[config.mk]
export PLATFORM = sky130hd
export DESIGN_NAME = capture_controller
export DESIGN_NICKNAME = d
export VERILOG_FILES = /design/src/rtl/capture_controller.sv
export SDC_FILE = /design/constraint.sdc
export NUM_CORES = 1
export LEC_CHECK = 0
export CAP_MARGIN = 15
export CORE_ASPECT_RATIO = 0.8
export CORE_MARGIN = 1
export CORE_UTILIZATION = 30
export DETAILED_ROUTE_END_ITERATION = 8
export PLACE_DENSITY = 0.57
export SLEW_MARGIN = 30
export SYNTH_ARGS = -nofsm -noshare
export SYNTH_HDL_FRONTEND = slang
export SYNTH_SLANG_ARGS = --single-unit
[constraint.sdc]
create_clock -name clk -period 5.8 [get_ports clk]
set_input_delay 0.58 -clock clk [delete_from_list [all_inputs] [get_ports clk]]
set_output_delay 0.58 -clock clk [all_outputs]
set_load 0.03 [all_outputs]
[src/rtl/capture_controller.sv]
// Write-side controller for the logic-analyzer circular sample buffer.
// Captures pre-trigger and post-trigger samples and reports the trigger and oldest-sample addresses.
module capture_controller #(
    parameter int DATA_WIDTH  = 8,
    parameter int ADDR_WIDTH  = 4,
    parameter int MEMORY_SIZE = 2**ADDR_WIDTH
) (
    input  logic                  clk,
    input  logic                  reset,
    input  logic                  arm,
    input  logic                  abort,
    input  logic [DATA_WIDTH-1:0] probe,
    input  logic [DATA_WIDTH-1:0] trig_mask,
    input  logic [DATA_WIDTH-1:0] trig_value,
    input  logic [ADDR_WIDTH-1:0] pretrig_len,
    output logic                  write_enable,
    output logic [ADDR_WIDTH-1:0] waddr,
    output logic [DATA_WIDTH-1:0] data_write,
    output logic [ADDR_WIDTH-1:0] trig_addr,
    output logic [ADDR_WIDTH-1:0] start_addr,
    output logic                  busy,
    output logic                  triggered,
    output logic                  done
);

    typedef enum logic [2:0] {
        IDLE,
        FILL,
        ARMED,
        POST,
        DONE
    } state_t;

    localparam logic [ADDR_WIDTH-1:0] LAST_ADDR = ADDR_WIDTH'(MEMORY_SIZE - 1);
    localparam logic [ADDR_WIDTH-1:0] ONE       = ADDR_WIDTH'(1);

    state_t                state;
    logic [ADDR_WIDTH-1:0] wptr;
    logic [ADDR_WIDTH-1:0] pre_q;
    logic [ADDR_WIDTH-1:0] post_cnt;
    logic                  match;
    logic                  capturing;

    // Mask bits of zero never block the match, so an all-zero mask fires on the first compare.
    assign match     = ((probe ^ trig_value) & trig_mask) == '0;
    assign capturing = (state == FILL) || (state == ARMED) || (state == POST);

    // NOTE: all state and outputs use non-blocking assignments so every register
    // reads the pre-edge values of the others; later assignments in the block override earlier ones.
    always_ff @(posedge clk) begin
        if (reset) begin
            state        <= IDLE;
            wptr         <= '0;
            pre_q        <= '0;
            post_cnt     <= '0;
            write_enable <= 1'b0;
            waddr        <= '0;
            data_write   <= '0;
            trig_addr    <= '0;
            start_addr   <= '0;
            busy         <= 1'b0;
            triggered    <= 1'b0;
            done         <= 1'b0;
        end else if (abort && capturing) begin
            // Trigger and start addresses are deliberately left as they were.
            state        <= IDLE;
            write_enable <= 1'b0;
            busy         <= 1'b0;
            triggered    <= 1'b0;
            done         <= 1'b0;
        end else begin
            if (capturing) begin
                write_enable <= 1'b1;
                waddr        <= wptr;
                data_write   <= probe;
                wptr         <= wptr + ONE;
            end

            case (state)
                IDLE, DONE: begin
                    write_enable <= 1'b0;
                    if (state == DONE) begin
                        done <= 1'b1;
                    end
                    if (arm && !abort) begin
                        pre_q     <= pretrig_len;
                        wptr      <= '0;
                        triggered <= 1'b0;
                        done      <= 1'b0;
                        busy      <= 1'b1;
                        state     <= (pretrig_len == '0) ? ARMED : FILL;
                    end
                end

                FILL: begin
                    // This edge captures pre-trigger sample number pre_q.
                    if (wptr == pre_q - ONE) begin
                        state <= ARMED;
                    end
                end

                ARMED: begin
                    if (match) begin
                        trig_addr  <= wptr;
                        start_addr <= wptr - pre_q;
                        triggered  <= 1'b1;
                        post_cnt   <= LAST_ADDR - pre_q;
                        if (pre_q == LAST_ADDR) begin
                            state <= DONE;
                            busy  <= 1'b0;
                        end else begin
                            state <= POST;
                        end
                    end
                end

                POST: begin
                    post_cnt <= post_cnt - ONE;
                    if (post_cnt == ONE) begin
                        state <= DONE;
                        busy  <= 1'b0;
                    end
                end

                default: begin
                    state        <= IDLE;
                    write_enable <= 1'b0;
                    busy         <= 1'b0;
                end
            endcase
        end
    end

endmodule
Word level (Yosys, flattened, before mapping)
Index checks and enable logic that the tools add are counted.

Register bits: 39. Bits of input ports: 32. Output and inout bits: 24. Word-level logic and storage cells: 79.

$add $sub $neg: 5. Equal/unequal tests: 12. Mux-type cells: 22. Bitwise operators: 5. Reductions and logical operators: 23.

Operators with widths (number): 2-to-1 mux 4 bit (4); 2-to-1 mux 3 bit (5); case mux 3 bit (4 select lines) (1); AND reduction 3 bit (4); bitwise AND 8 bit (1); logical NOT 8 bit (1); 2-to-1 mux 1 bit (8); case mux 4 bit (2 select lines) (1); subtractor 4 x 1 -> 4 bit, second input constant (2); XOR 8 bit (1); == test 3 x 2 -> 1 bit, second input constant (2); inequality test 2 x 1 -> 1 bit, second input constant (3); nonzero test 2 bit (3); OR reduction 3 bit (2); AND reduction 5 bit (1); adder 4 x 1 -> 4 bit, second input constant (1); == test 4 x 1 -> 1 bit, second input constant (1); == test 4 bit (1); == test 4 bit, second input constant (1); logical NOT 4 bit (1); inequality test 2 bit, second input constant (2); case mux 1 bit (4 select lines) (1); AND reduction 2 bit (2); AND reduction 4 bit (1); 12 further kinds (17).

Longest topological paths before layout
Depth in word-level cells: 6. Depth in mapped cells: 8. Mapped depth without buffers: 8.

Worst setup path before layout
Ideal clock, no wire load.

Path kind: input-to-reg. From: in probe[2]. To: reg start_addr[2]. Library setup time: 128 ps. Data arrival time: 1797 ps. Slack: 3875 ps. Stages: 6. Cell sequence: xor2_1 > a22oi_2 > nand4_4 > nor3_4 > mux2i_1 > nor2_1.

Cells in the longest elaborated chain, start to end: 4.

Ends and longest elaborated chain: start, declared (RTL line 12) `input logic [DATA_WIDTH-1:0] probe,`; XOR 8 bit (RTL line 45) `assign match = ((probe ^ trig_value) & trig_mask) == '0;`; bitwise AND 8 bit (RTL line 45); logical NOT 8 bit (RTL line 45); AND reduction 3 bit (no source line); end signal, assigned (RTL line 105) `start_addr <= wptr - pre_q;`; end, declared (RTL line 20) `output logic [ADDR_WIDTH-1:0] start_addr,`.

No other way between the ends. A chain may end at the register's enable or synchronous reset.

Worst setup path after layout
From: in probe[6]. To: reg trig_addr[0].

Cells in the longest elaborated chain, start to end: 4.

Ends and longest elaborated chain: XOR 8 bit (RTL line 45); bitwise AND 8 bit (RTL line 45); logical NOT 8 bit (RTL line 45); AND reduction 3 bit (no source line); end signal, assigned (RTL line 104) `trig_addr <= wptr;`; end, declared (RTL line 19) `output logic [ADDR_WIDTH-1:0] trig_addr,`.

No other way between the ends.

==> out/metrics.cfg <==
[placed_design]
hpwl_um=3570
port_buffers=55
gp_congestion=0.778

[logic_synthesis]
synth-seq-area-share=0.385
synth_ff_type=dfxtp_1
ys_seq_elements=39
synth_common_cells=dfxtp_1, nand2_1, a21oi_1, nor2_1, xor2_1
ys_types=48
synth_nets=277
synth_top_area_frac=0.385
synth.avg_cell_area_um2=8.58
ys.warnings.count=0
async_reset_ff_frac=0
synth_top_cell_by_area=dfxtp_1
synth.top_cells.by_area=dfxtp_1, nand2_1, a21oi_1, xor2_1, ha_1
postSynthCellCount=236
netlist_area_um2=2030
synth-edff-count=0

[die]
fp.dieArea_um2=7090
die_h_um=75.5
fp.coreArea_um2=6440
io-pin-count=56
fp.dieW_um=93.9
initial_utilization=0.314
rows=26

[cells_and_area]
nFillCells=638
multi_input_area_um2=1150
area_growth_pct=35.9
regArea_um2=781
fin_nets=330
antenna_cells=0
final_layout_size_suffix_gt1_frac=0.0862

[global_route]
grt_usage=0.143
grt_max_degree=38
antenna_found_initial=0
grt_overflow=0
grt_pass1_vias=1599
grt_pass1_wl_um=7890

[worst_setup_path]
cp.required_ns=5.97
rr_worst_depth=7
cp_max_fo=10
crit_path_end_kind=flop
timing.reg2reg.setup_slack_ns=3.64
path_class=input port to flop
arrival_ns=2.48
r2r_end=state[2]
timing.rr.start=pre_q[1]
cp-start-kind=input port

[clocking]
clk-insertion-delay-late_ns=0.29
cts-buffers-inserted=5
cts_setup_buffers=0
cts_num_sinks=39
htree_levels=2
ctsHoldBuffers=0
clk_pin_slew_ns=0.08
cts-root-buf=clkbuf_8
cts_tree=built
post_cts_resized=0
cts_max_path_buffers=2

[detailed_routing]
routedWlPerCell_um=13.1
via_count=1792
wl_um=4900
final_antenna_net_count=0
vias_per_cell=4.79
first_pass_iters=4
drt_iter0_drc=109
drc_errors=0

[sta]
setup-violations-final=0
hold_viol=0
period_needed_ns=2.31
finalCritPeriodShare=0.399
rsz0062_at_grt=no
fin_setup_tns_ns=0
relSlewSlack=0.555
finClkSkew_ns=0.00891
drv_slew=0
max_freq_mhz=432
worstMarginPinSlew_ns=0.666

[run]
cap_viol_max_count=0

[outcome]
status=completed

[pwr]
power.leakage_uw=0.000975
power_density_nw_per_um2=307
total_power_uw=846
vdd_drop_max_mv=0.115

[worst_hold_path]
worstHoldEndpoint=data_write[7]
hold_start=data_write[7]
hold_depth=2
hp-class=flop to flop

[critical path, stage by stage]
cell	delay (ns)
clkdlybuf4s50_1	0.44
xor2_1	0.19
a22oi_2	0.24
nand4_4	0.19
nor3_4	0.53
mux2i_1	0.26
nor2_1	0.05
[through the flow]
| step | setup WS, ns | area, um2 | cells | hold slack [ns] | util |
|---|---|---|---|---|---|
| after detailed placement | 3.18 | 2640 | 366 | 0.446 | 0.410 |
| final | 3.49 | 2750 | 374 | 0.454 | 0.428 |
| after global placement | 3.05 | 2640 | 366 | 0.442 | 0.409 |
| after CTS | 3.48 | 2750 | 374 | 0.457 | 0.428 |
| after global routing | 3.34 | 2750 | 374 | 0.475 | 0.428 |
| after floorplan | 3.88 | 2030 | 236 | 0.464 | - |
[flip-flops by register name (all words and copies together) (netlist names)]
signal,count
post_cnt,4
done,1
start_addr,4
write_enable,1
state,3
triggered,1
waddr,4
pre_q,4
busy,1
wptr,4
trig_addr,4
data_write,8
[area by class of cell]
class	instances	area share
clock buffers	5	0.0250
clock inverters	3	0.0159
inverters	12	0.0164
multi-input cells	175	0.418
flip-flops and latches	39	0.284
well taps	84	0.0382
repair buffers	56	0.203
[cell families (layout without fill, tap and decap cells)]
| family | count (synthesis) | in the layout | synth area share |
|---|---|---|---|
| and+or+nand+nor | 86 | 86 | 0.207 |
| AOI/OAI and AO/OA | 53 | 53 | 0.175 |
| DFF | 39 | 39 | 0.385 |
| buffers and inverters | 22 | 76 | 0.0488 |
| xor gates and xnor gates | 16 | 16 | 0.0692 |
| muxes | 11 | 11 | 0.0556 |
| adders and majority gates | 9 | 9 | 0.0593 |
[power by group]
part / leakage, uW / total (uW) / switching, uW / internal, uW
Sequential: 0.000316 / 322 / 28.8 / 293
Clock: 0.0000581 / 229 / 101 / 128
Combinational: 0.000601 / 295 / 171 / 125
Total: 0.000975 / 846 / 300 / 546
[worst max path at each step]
stage	from	cells after the start	end
CTS	probe[3]	7	start_addr[3]
global route	probe[3]	7	trig_addr[0]
floorplan	probe[2]	6	start_addr[2]
global placement	abort	5	wptr[3]
finish	probe[6]	7	trig_addr[0]
detailed placement	probe[3]	7	start_addr[3]
[placed cells by master, fill, tap and decap left out, drive strengths merged, types with 5 or more instances in the layout]
cell	netlist	routed
a21oi	30	30
clkdlybuf4s50	0	55
xor2	12	12
inv	12	12
clkbuf	6	5
nor3	8	8
mux2i	9	9
nand2	39	39
nor2	22	22
ha	8	8
dfxtp	39	39
[routing by layer]
metal	track usage	routed length, um	share of wire
met1	0.209	2530	0.52
met2	0.214	2100	0.43
met3	0.0369	252	0.051
met4	0.0256	19	0.0039
met5	0	0	0
Note: power is estimated with default switching activity, not from simulation.
